`config.mk`:
```
export PLATFORM = sky130hd
export DESIGN_NAME = k_input_debounce
export DESIGN_NICKNAME = d
export VERILOG_FILES = /design/src/rtl/k_input_debounce.sv
export SDC_FILE = /design/constraint.sdc
export NUM_CORES = 1
export LEC_CHECK = 0
export BUFFER_PORTS_ARGS = -buffer_cell sky130_fd_sc_hd__buf_2
export CAP_MARGIN = 20
export CORE_MARGIN = 3
export CORE_UTILIZATION = 55
export CTS_BUF_LIST = sky130_fd_sc_hd__clkbuf_8
export DETAILED_ROUTE_END_ITERATION = 6
export PLACE_DENSITY = 0.74
export SLEW_MARGIN = 10
export SYNTH_ARGS = -nofsm -noshare
export SYNTH_HDL_FRONTEND = slang
export SYNTH_SLANG_ARGS = --single-unit
```
`constraint.sdc`:
```
create_clock -name raw_clk -period 2.2 [get_ports raw_clk]
set_clock_uncertainty 0.1 [all_clocks]
set_input_delay 0.11 -clock raw_clk [delete_from_list [all_inputs] [get_ports raw_clk]]
set_output_delay 0.11 -clock raw_clk [all_outputs]
set_load 0.02 [all_outputs]
```
`src/rtl/k_input_debounce.sv`:
```
`default_nettype none
// ============================================================================
// k_input_debounce : synchronises and debounces four K buttons on a shared
//                    sample tick that doubles as the CPU clock-enable.
// Rev 1.0
// ============================================================================
module k_input_debounce #(
   parameter int TICK_DIV       = 40,
   parameter int DEBOUNCE_TICKS = 16,
   parameter bit ACTIVE_LOW     = 1'b1
) (
   input  logic       raw_clk,
   input  logic       button_reset,
   input  logic [3:0] pin_k_raw,
   output logic [3:0] pins_k,
   output logic       k_nonzero,
   output logic       k_change,
   output logic       tick
);

   localparam int DW = $clog2(TICK_DIV);
   localparam int CW = $clog2(DEBOUNCE_TICKS + 1);

   localparam logic [3:0]    c_IDLE_LVL = ACTIVE_LOW ? 4'hF : 4'h0;
   localparam logic [DW-1:0] c_DIV_LAST = DW'(TICK_DIV - 1);
   localparam logic [CW-1:0] c_CNT_LAST = CW'(DEBOUNCE_TICKS - 1);

   logic [3:0]          r_sync1;
   logic [3:0]          r_sync2;
   logic [3:0]          w_s;
   logic [DW-1:0]       r_div;
   logic                w_tick;
   logic [3:0][CW-1:0]  r_cnt;
   logic [3:0][CW-1:0]  w_cnt_nxt;
   logic [3:0]          r_pins;
   logic [3:0]          w_pins_nxt;
   logic                r_nz;
   logic                r_chg;

   // Synchronizer resets to the idle pin level so reset never looks like a press.
   always_ff @(posedge raw_clk or negedge button_reset) begin
      if (!button_reset) begin
         r_sync1 <= c_IDLE_LVL;
         r_sync2 <= c_IDLE_LVL;
      end else begin
         r_sync1 <= pin_k_raw;
         r_sync2 <= r_sync1;
      end
   end

   assign w_s = ACTIVE_LOW ? ~r_sync2 : r_sync2;

   assign w_tick = (r_div == c_DIV_LAST);

   always_ff @(posedge raw_clk or negedge button_reset) begin
      if (!button_reset) begin
         r_div <= '0;
      end else if (w_tick) begin
         r_div <= '0;
      end else begin
         r_div <= r_div + 1'b1;
      end
   end

   // A bit matching its accepted level clears its count even off-tick, so any
   // glitch back to the accepted level restarts the debounce interval.
   always_comb begin
      w_cnt_nxt  = r_cnt;
      w_pins_nxt = r_pins;
      for (int n = 0; n < 4; n++) begin
         if (w_s[n] == r_pins[n]) begin
            w_cnt_nxt[n] = '0;
         end else if (w_tick) begin
            if (r_cnt[n] >= c_CNT_LAST) begin
               w_pins_nxt[n] = w_s[n];
               w_cnt_nxt[n]  = '0;
            end else begin
               w_cnt_nxt[n] = r_cnt[n] + 1'b1;
            end
         end
      end
   end

   // Flags derive from the next value so they line up with pins_k exactly.
   always_ff @(posedge raw_clk or negedge button_reset) begin
      if (!button_reset) begin
         r_cnt  <= '0;
         r_pins <= '0;
         r_nz   <= 1'b0;
         r_chg  <= 1'b0;
      end else begin
         r_cnt  <= w_cnt_nxt;
         r_pins <= w_pins_nxt;
         r_nz   <= |w_pins_nxt;
         r_chg  <= (w_pins_nxt != r_pins);
      end
   end

   assign pins_k    = r_pins;
   assign k_nonzero = r_nz;
   assign k_change  = r_chg;
   assign tick      = w_tick;

endmodule
`default_nettype wire

```
==> impl_results.html <==
<table>
<tr><th>Metric</th><th>Value</th></tr>
<tr><th colspan="2">Clock network</th></tr>
<tr><td>TritonCTS clock tree</td><td>built</td></tr>
<tr><td>Post CTS Setup Buffer Count</td><td>0</td></tr>
<tr><td>Library cell used as clock root buffer</td><td>clkbuf_8</td></tr>
<tr><td>CTS buffer count</td><td>5</td></tr>
<tr><td>Clk pin slew, worst setup/hold paths</td><td>0.07 ns</td></tr>
<tr><td>Clk buf depth</td><td>2</td></tr>
<tr><td>Insertion delay to the later sink of the worst-skew pair</td><td>0.28 ns</td></tr>
<tr><td>Maximum level of the CTS H-tree</td><td>2</td></tr>
<tr><td># clock sinks</td><td>40</td></tr>
<tr><th colspan="2">Flow run</th></tr>
<tr><td>Max-cap violation count</td><td>0</td></tr>
<tr><th colspan="2">Layout</th></tr>
<tr><td>Fin nets</td><td>216</td></tr>
<tr><td>Most common library cell in the layout ignoring fill and taps</td><td>dfrtp_1</td></tr>
<tr><td>Final Core Density</td><td>69.02%</td></tr>
<tr><td>Number of diodes added for antenna fixing</td><td>0</td></tr>
<tr><td>Post-layout instance count excluding filler cells</td><td>246</td></tr>
<tr><td>Most used cells in the layout excluding fill and tap cells</td><td>32 x dfrtp_1, 16 x nand2_1, 14 x inv_1, 14 x a21oi_1, 12 x buf_2</td></tr>
<tr><td>Final instance area</td><td>2193 um^2</td></tr>
<tr><td>Proportion of layout cells with a drive suffix above 1</td><td>19.31%</td></tr>
<tr><td>Area growth from synthesis to layout</td><td>14.20%</td></tr>
<tr><th colspan="2">Power</th></tr>
<tr><td>Switching share of total power</td><td>20.13%</td></tr>
<tr><td>Combinational share of power</td><td>2.7%</td></tr>
<tr><td>Leakage power summed over all cells</td><td>0.9939 nW</td></tr>
<tr><td>Sequential share of power</td><td>57.7%</td></tr>
<tr><td>VDD IR max</td><td>504.6 uV</td></tr>
<tr><td>PwrDens</td><td>595.5 nW/um^2</td></tr>
<tr><td>Internal power</td><td>0.001043 W</td></tr>
<tr><td>Part of the total power dissipated in the clock network</td><td>39.6%</td></tr>
<tr><td>Switching power</td><td>0.0002630 W</td></tr>
<tr><th colspan="2">Logic synthesis</th></tr>
<tr><td>Number of warnings reported in the yosys synthesis log</td><td>0</td></tr>
<tr><td>Commonest register cell after synthesis</td><td>dfrtp_1</td></tr>
<tr><td>#FFs+latches synth</td><td>40</td></tr>
<tr><td>Number of instances in the synthesized netlist</td><td>177</td></tr>
<tr><td>Number of synthesized flops with an enable pin</td><td>0</td></tr>
<tr><td>Combined area of all synthesized cells</td><td>1921 um^2</td></tr>
<tr><td>Fraction of the yosys area taken by sequential cells</td><td>52.64%</td></tr>
<tr><td>Average footprint of a synthesized cell</td><td>10.85 um^2</td></tr>
<tr><td>Proportion of synthesized flip-flops having asynchronous set or reset</td><td>100.0%</td></tr>
<tr><td>Distinct cells, synth</td><td>40</td></tr>
<tr><td>Net count after synthesis</td><td>192</td></tr>
<tr><th colspan="2">Setup path</th></tr>
<tr><td>Worst Setup SP</td><td>r_div[0]</td></tr>
<tr><td>Worst endpoint data arrival time</td><td>1.88 ns</td></tr>
<tr><td>Reg2reg setup slack</td><td>0.14 ns</td></tr>
<tr><td>Reg2Reg Launch Point</td><td>r_cnt[15]</td></tr>
<tr><td>Type of destination of the critical path</td><td>primary output</td></tr>
<tr><td>Worst setup path endpoint</td><td>tick</td></tr>
<tr><td>Critical R2R Capture</td><td>r_cnt[19]</td></tr>
<tr><td>Reg2Reg Depth</td><td>7</td></tr>
<tr><td>Type of element launching the critical path</td><td>flop</td></tr>
<tr><td>Class of the most critical setup path</td><td>flop to primary output</td></tr>
<tr><td>Biggest fanout along the worst timing path</td><td>23</td></tr>
<tr><td>WP data required</td><td>1.99 ns</td></tr>
<tr><th colspan="2">Routing</th></tr>
<tr><td>Residual antenna-violating net count after detailed routing</td><td>0</td></tr>
<tr><td>Total via count after detailed routing</td><td>1443</td></tr>
<tr><td>Routed len/inst</td><td>14.90 um</td></tr>
<tr><td>WL met2</td><td>1841 um</td></tr>
<tr><td>Highest routed metal layer</td><td>met4</td></tr>
<tr><td>Remaining DRCs</td><td>0</td></tr>
<tr><td>Detailed-route vias per instance</td><td>5.866</td></tr>
<tr><td>Starting DRC count in detailed routing</td><td>145</td></tr>
<tr><td>Overall routed net length</td><td>3666 um</td></tr>
<tr><td>Amount of wire on met3 after detailed routing</td><td>117 um</td></tr>
<tr><td>Wl on met1</td><td>1663 um</td></tr>
<tr><td>Number of detailed-route iterations in the first pass</td><td>4</td></tr>
<tr><th colspan="2">Outcome</th></tr>
<tr><td>Result of the run</td><td>finished, final reports clean</td></tr>
<tr><th colspan="2">Place</th></tr>
<tr><td>Port Buf Inserts</td><td>12</td></tr>
<tr><td>Post-detailed-placement half-perimeter wirelength</td><td>2620 um</td></tr>
<tr><td>Worst setup slack before clock tree synthesis</td><td>0.09843 ns</td></tr>
<tr><td>Cell total after placement</td><td>233</td></tr>
<tr><td>Final GP Congestion</td><td>0.8671</td></tr>
<tr><td>Placed Area</td><td>2036 um^2</td></tr>
<tr><th colspan="2">Die</th></tr>
<tr><td>Initial core utilization</td><td>60.43%</td></tr>
<tr><td>Io pins</td><td>13</td></tr>
<tr><td>Overall die area</td><td>4237 um^2</td></tr>
<tr><td>Num rows</td><td>20</td></tr>
<tr><td>Floorplan Core Area</td><td>3178 um^2</td></tr>
<tr><td>Height of the die</td><td>65.10 um</td></tr>
<tr><td>Die width</td><td>65.10 um</td></tr>
<tr><th colspan="2">Timing</th></tr>
<tr><td>Time the final worst path needs with I/O delays and setup</td><td>2.089 ns</td></tr>
<tr><td>Fmax</td><td>0.4788 GHz</td></tr>
<tr><td>Final critical-path share of the clock period</td><td>94.94%</td></tr>
<tr><td>Slew at the pin with the worst max-slew slack</td><td>0.8353 ns</td></tr>
<tr><td>Hold Fails Final Rpt</td><td>0</td></tr>
<tr><td>Final setup margin</td><td>0.1114 ns</td></tr>
<tr><td>Endpoints failing setup</td><td>0</td></tr>
<tr><td>Summed negative setup slack over all endpoints</td><td>0 ns</td></tr>
<tr><td>Max-slew headroom at the worst pin</td><td>44.31%</td></tr>
<tr><td>Max Slew Vio Count</td><td>0</td></tr>
<tr><th colspan="2">Min path</th></tr>
<tr><td>Worst min-delay path class</td><td>flop to flop</td></tr>
<tr><td>Source of the worst hold timing path</td><td>r_sync1[2]</td></tr>
<tr><th colspan="2">GRT</th></tr>
<tr><td>Overall track demand over capacity in global routing</td><td>19.79%</td></tr>
<tr><td>Initial antenna violation count</td><td>0</td></tr>
<tr><td>Number of global-route vias before repair</td><td>1485</td></tr>
<tr><td>First-pass GRT wire length</td><td>6465 um</td></tr>
<tr><td>Total grt overflow</td><td>0</td></tr>
<tr><td>Maximum number of pins on one net before global-route repair</td><td>41</td></tr>
</table>
synth_stat cells (2+ instances only):
cell type  instances  area, um^2
nand4_1            6       37.54
and2_1             2       12.51
mux2i_1            3       30.03
xnor2_1            2       17.52
and4_1             2       17.52
a31oi_1            2       12.51
a21oi_1           14       70.07
xor2_1             6       52.55
nor2_1             7       26.28
inv_1             13       48.80
ha_1               9       112.6
and3_1             5       31.28
nand2_1           16       60.06
dfstp_2            8       210.2
a21oi_2            2       17.52
nand4b_1           2       17.52
a211oi_1           4       30.03
nand3_1            5       25.02
nand3b_1           4       30.03
dfrtp_1           32       800.8
nor4_1             2       12.51
or3_1              6       37.54
a41oi_1            4       35.03
nor3_1             5       25.02
per-stage QoR:
| step | hold WS [ns] | power, W |
|---|---|---|
| 2_1_floorplan | -0.2856 | 0.0007735 |
| 3_3_place_gp | 0.1154 | 0.0007952 |
| 3_5_place_dp | 0.1169 | 0.0007970 |
| 4_1_cts | 0.2577 | 0.001314 |
| 5_1_grt | 0.2640 | 0.001351 |
| 6_report | 0.2564 | 0.001306 |
flip-flops by register name, summed over array words and instances, names as in the netlist:
name,cells
r_cnt,20
k_nonzero,1
r_sync2,4
k_change,1
pins_k,4
r_div,6
r_sync1,4
timing repair:
| item | 4_1_cts | 5_1_grt |
|---|---|---|
| hold buffers | 5 | 0 |
| endpoints found under the setup margin | 0 | 3 |
| resized for setup | 0 | 2 |
| hold endpoints to repair | 36 | 0 |
worst min path at each step:
stage          slack, ns          to  depth (start not counted)
6_report            0.26  r_sync2[2]                          0
5_1_grt             0.26  r_sync2[0]                          0
4_1_cts             0.26  r_sync2[2]                          0
2_1_floorplan      -0.29    k_change                          0
3_3_place_gp        0.12  r_sync1[0]                          1
3_5_place_dp        0.12  r_sync1[1]                          1
area by class of cell:
class | instances | area, um^2
Inverter | 14 | 52.55
Fill cell | 252 | 984.7
Sequential cell | 40 | 1011
Timing Repair Buffer | 20 | 132.6
Tap cell | 44 | 55.05
Clock buffer | 7 | 96.34
Multi-Input combinational cell | 120 | 842.1
Clock inverter | 1 | 3.754
layer usage:
layer	GRT usage, %	vias to the layer above
met5	0	-
met3	4.274	6
met1	24.86	723
li1	-	685
met2	33.84	29
met4	6.995	0
critical path: stages, from the launching register on:
cell,delay [ns]
dfrtp_1,0.40
ha_2,0.26
nand4bb_4,0.16
or2_4,0.36
clkinv_1,0.09
buf_4,0.16
buf_2,0.18
power by group through the flow:
stage	combinational, W	sequential (W)	clock, W
5_1_grt	0.0000402	0.000754	0.000557
3_5_place_dp	0.0000300	0.000767	0
2_1_floorplan	0.00000797	0.000766	0
6_report	0.0000352	0.000753	0.000518
3_3_place_gp	0.0000287	0.000767	0
4_1_cts	0.0000368	0.000753	0.000524
cells by family (layout without fill, tap and decap cells):
group                    Yosys count  in the layout  synth area share [%]
buffers and inverters             17             42                 3.909
XOR/XNOR                           8              8                 3.648
AND/OR/NAND/NOR                   66             66                 20.13
flip-flops                        40             40                 52.64
adder cells (fa/ha/maj)            9              9                 5.863
multiplexers                       4              4                 2.150
AO/OA/AOI/OAI                     33             33                 11.66
No activity file was read; power rests on OpenSTA's default activity.
